### src/rtl/alu_op_sequencer.sv
// rtl/alu_op_sequencer.sv - issues each masked ALU function code in ascending order; `ALU_SEQ_LOOP_EN adds Loop
module alu_op_sequencer #(
  parameter int NUM_OPS = 16,
  parameter int FUN_WD  = 4,
  parameter int ACK_TO  = 8
) (
  input  logic               CLK,
  input  logic               RST,
  input  logic               Start,
  input  logic [NUM_OPS-1:0] Op_Mask,
  input  logic               Tx_Busy,
`ifdef ALU_SEQ_LOOP_EN
  input  logic               Loop,
`endif
  output logic [FUN_WD-1:0]  ALU_FUN,
  output logic               ALU_Enable,
  output logic               CLKG_EN,
  output logic               Seq_Busy,
  output logic               Seq_Done
);

  localparam int PW = $clog2(NUM_OPS + 1);
  localparam int AW = $clog2(ACK_TO + 1);
  localparam logic [PW-1:0] PTR_END  = PW'(NUM_OPS);
  localparam logic [AW-1:0] ACK_LAST = AW'(ACK_TO - 1);

  typedef enum logic [2:0] {IDLE, SCAN, ISSUE, WAIT_ACK, WAIT_IDLE, DONE} state_t;

  state_t             state;
  state_t             nxt;
  logic [NUM_OPS-1:0] mask_r;
  logic [PW-1:0]      ptr;
  logic [AW-1:0]      ack_cnt;
  logic               hit;
  logic [FUN_WD-1:0]  hit_idx;
  logic               reload;
  logic               loop_req;

`ifdef ALU_SEQ_LOOP_EN
  assign loop_req = Loop;
`else
  assign loop_req = 1'b0;
`endif

  // Lowest set mask bit at or above ptr; descending loop leaves the lowest winner.
  always_comb begin
    hit     = 1'b0;
    hit_idx = '0;
    for (int i = NUM_OPS - 1; i >= 0; i--) begin
      if (mask_r[i] && (i >= int'(ptr))) begin
        hit     = 1'b1;
        hit_idx = FUN_WD'(i);
      end
    end
  end

  always_comb begin
    nxt    = state;
    reload = 1'b0;
    case (state)
      IDLE: begin
        if (Start) begin
          nxt    = SCAN;
          reload = 1'b1;
        end
      end
      SCAN: begin
        if (hit) begin
          nxt = ISSUE;
        end else if (loop_req && (|Op_Mask)) begin
          nxt    = SCAN;
          reload = 1'b1;
        end else begin
          nxt = DONE;
        end
      end
      ISSUE: nxt = WAIT_ACK;
      WAIT_ACK: begin
        if (Tx_Busy || (ack_cnt == ACK_LAST)) nxt = WAIT_IDLE;
      end
      WAIT_IDLE: begin
        if (!Tx_Busy) begin
          if (ptr != PTR_END) begin
            nxt = SCAN;
          end else if (loop_req && (|Op_Mask)) begin
            nxt    = SCAN;
            reload = 1'b1;
          end else begin
            nxt = DONE;
          end
        end
      end
      DONE:    nxt = IDLE;
      default: nxt = IDLE;
    endcase
  end

  // Outputs are registered from the next state so they align with the state register.
  always_ff @(posedge CLK) begin
    if (RST) begin
      state      <= IDLE;
      mask_r     <= '0;
      ptr        <= '0;
      ack_cnt    <= '0;
      ALU_FUN    <= '0;
      ALU_Enable <= 1'b0;
      CLKG_EN    <= 1'b0;
      Seq_Busy   <= 1'b0;
      Seq_Done   <= 1'b0;
    end else begin
      state <= nxt;
      if (reload) begin
        mask_r <= Op_Mask;
        ptr    <= '0;
      end
      if ((state == SCAN) && hit) ALU_FUN <= hit_idx;
      if (state == ISSUE) begin
        ptr     <= PW'(ALU_FUN) + PW'(1);
        ack_cnt <= '0;
      end else if (state == WAIT_ACK) begin
        ack_cnt <= ack_cnt + AW'(1);
      end
      ALU_Enable <= (nxt == ISSUE);
      CLKG_EN    <= (nxt == ISSUE) || (nxt == WAIT_ACK) || (nxt == WAIT_IDLE);
      Seq_Busy   <= (nxt != IDLE);
      Seq_Done   <= (nxt == DONE);
    end
  end

endmodule

### config.mk
export PLATFORM = sky130hd
export DESIGN_NAME = alu_op_sequencer
export DESIGN_NICKNAME = d
export VERILOG_FILES = /design/src/rtl/alu_op_sequencer.sv
export SDC_FILE = /design/constraint.sdc
export NUM_CORES = 1
export LEC_CHECK = 0
export CAP_MARGIN = 15
export CORE_MARGIN = 5
export CORE_UTILIZATION = 53
export DETAILED_ROUTE_END_ITERATION = 10
export GPL_TIMING_DRIVEN = 0
export HOLD_SLACK_MARGIN = 0.1
export MAX_ROUTING_LAYER = met4
export PLACE_DENSITY = 0.78
export SYNTH_ARGS = -nofsm -noshare
export SYNTH_HDL_FRONTEND = slang
export SYNTH_SLANG_ARGS = --single-unit
### constraint.sdc
create_clock -name CLK -period 2.5 [get_ports CLK]
set_clock_uncertainty 0.1 [all_clocks]
set_input_delay 0.75 -clock CLK [delete_from_list [all_inputs] [get_ports CLK]]
set_output_delay 0.75 -clock CLK [all_outputs]
set_load 0.05 [all_outputs]
==> impl_metrics.ini <==
[route]
dr.first_iter.drc_count = 157
ant_nets = 0
avgViaCountPerCell = 5.76
routed_wl_mm = 4.47
drc_errors = 0
route.vias.total = 1842
wl_per_cell_um = 14.0
first_pass_iters = 4

[yosys]
synth_cells = 240
yosys_warnings = 0
synth-main-ff-cell = dfxtp_1
synthesis.nets = 262
async_flop_share_pct = 0
syn_area_per_cell_um2 = 7.77
synthDistinctLibCells = 52
syn_area_mm2 = 0.00187
ys_ff_latch = 36
synth_edf_count = 0
ys_seq_area_share_pct = 38.6

[layout]
area_growth_pct = 21.7
n_antenna_cell = 0
fillCellCount = 326
utilization_pct = 67.5
drive_gt1_share_pct = 8.76
final_cell_mix = 48 x nand2_1, 36 x dfxtp_1, 30 x a21oi_1
final_common_cell = nand2_1
fin_nets = 295

[setup_path]
worst_path_largest_cell_delay_ns = 0.84
cp-start-kind = flip-flop
cp.required_ns = 1.65
rr_endpoint = CLKG_EN
rrSetupSlack_ns = 0.24
crit_buf_inv = 1
cp.depth = 1
crit_path_max_fanout = 4
worstPathArrival_ns = 1.59
critPathSlowestCell = clkdlybuf4s50_1
r2r_cells = 7
cp_top_family = buffers and inverters
worstSetupStartpoint = ALU_FUN[3]
crit_path_end_kind = output port
critPathKind = reg2out
crit_end = ALU_FUN[3]
path_cells = clkdlybuf4s50_1
rr_startpoint = ptr[1]

[clock_tree]
clock_path_buffers = 2
hold_buffers = 0
post_cts_buffers = 0
cts_buffers = 5
cts.reportedPaths.clkPinSlew_ns = 0.11
ctsResizeCount = 0
cts_tree = built
cts_sinks = 36
clockRootBuffer = clkbuf_4
clk_latency_ns = 0.34
h-tree-depth = 2

[min_path]
hp-class = reg2reg

[sta]
finalCriticalPeriod_ns = 2.44
worst_pin_slew_ns = 0.557
finalSetupTns_ns = 0
setup_ws_ns = 0.0598
hold_ws_ns = 0.365
slew_headroom_pct = 62.5
setup-violations-final = 0
rsz0062_at_grt = false
final.period_utilization_pct = 97.6
maxSlewViolCount = 0
hold_violations = 0
fmax_mhz = 410

[placement]
place_congestion = 0.917
pre_cts_ws_ns = -0.319
hpwl_mm = 3.32
port_buffers = 26

[power_and_ir_drop]
total_power_mw = 1.63
ir_worst_vdd_mv = 0.527
p_per_area_mw_per_mm2 = 720
power.leakage_nw = 0.853

[global_routing]
track_usage_pct = 19.8
grt_max_degree = 12
grt_pass1_wl_mm = 7.62
antenna_found_initial = 0
grt-ovfl-total = 0
grt_pass1_vias = 1704

[job]
cap_violations = 0

[run_status]
status = complete, no violations

[floorplan]
initial_core_util_pct = 55.5
row_count = 21
die_area_mm2 = 0.00481
ios = 28
core_area_mm2 = 0.00336
die_x_um = 69.3
die_h_um = 69.3
worst min path at each step:
stage	startpoint	endpoint	slack, ns	depth (start not counted)
floorplan	mask_r[7]	mask_r[7]	0.33	2
finish	mask_r[7]	mask_r[7]	0.36	2
detailed placement	mask_r[7]	mask_r[7]	0.35	2
global placement	mask_r[13]	mask_r[13]	0.34	2
global route	mask_r[7]	mask_r[7]	0.40	2
CTS	mask_r[7]	mask_r[7]	0.36	2
sequential cells by signal, summed over array words and instances (netlist names):
register,count
mask_r,16
Seq_Done,1
Seq_Busy,1
ALU_Enable,1
state,3
ALU_FUN,4
ptr,5
CLKG_EN,1
ack_cnt,4
Yosys cell counts, types with 5 or more instances:
cell type / instances / area (um2)
a21oi_1: 30 / 150
clkbuf_1: 7 / 26.3
dfxtp_1: 36 / 721
inv_1: 8 / 30.0
nand2_1: 48 / 180
nand3_1: 9 / 45.0
nor2_1: 16 / 60.1
nor3_1: 5 / 25.0
o21ai_0: 8 / 40.0
metal layers:
metal	vias to the layer above	track usage (%)	share of wire, %
li1	922	-	-
met1	869	24.1	45
met2	44	32.1	49
met3	7	5.07	4.9
met4	0	5.86	1.1
met5	-	-	0
stage by stage:
step	cell area [um2]	cells
3_3_place_gp	2180	312
6_report	2270	320
3_5_place_dp	2180	312
4_1_cts	2260	320
5_1_grt	2270	320
2_1_floorplan	1870	240
kinds of logic after synthesis:
group	after synthesis	share of synthesized area, %
buffers and inverters	21	5.43
and+or+nand+nor	108	27.8
AOI/OAI and AO/OA	71	25.8
xor gates and xnor gates	2	0.939
DFF	36	38.6
adders and majority gates	2	1.34
tightest hold or removal path, delay by kind of cell (launching register included):
family / cells / cell delay, ns
flops: 1 / 0.33
simple gates: 1 / 0.05
compound gates: 1 / 0.05
power breakdown:
part	internal, mW	switching [mW]	total, mW	leakage, nW
registers	0.635	0.0524	0.687	0.294
logic	0.211	0.334	0.546	0.517
clock network	0.210	0.192	0.402	0.0422
area by class of cell:
class                      count  area (um2)  share of cell area, %
multi-input combinational    183        1050                   46.2
sequential                    36         721                   31.8
timing repair buffer          26         265                   11.7
buffer                        13        71.3                   3.14
tap                           46        57.6                   2.54
clock buffer                   6        41.3                   1.82
clock inverter                 2        35.0                   1.54
inverter                       8        30.0                   1.32
Note: power is estimated with default switching activity, not from simulation.
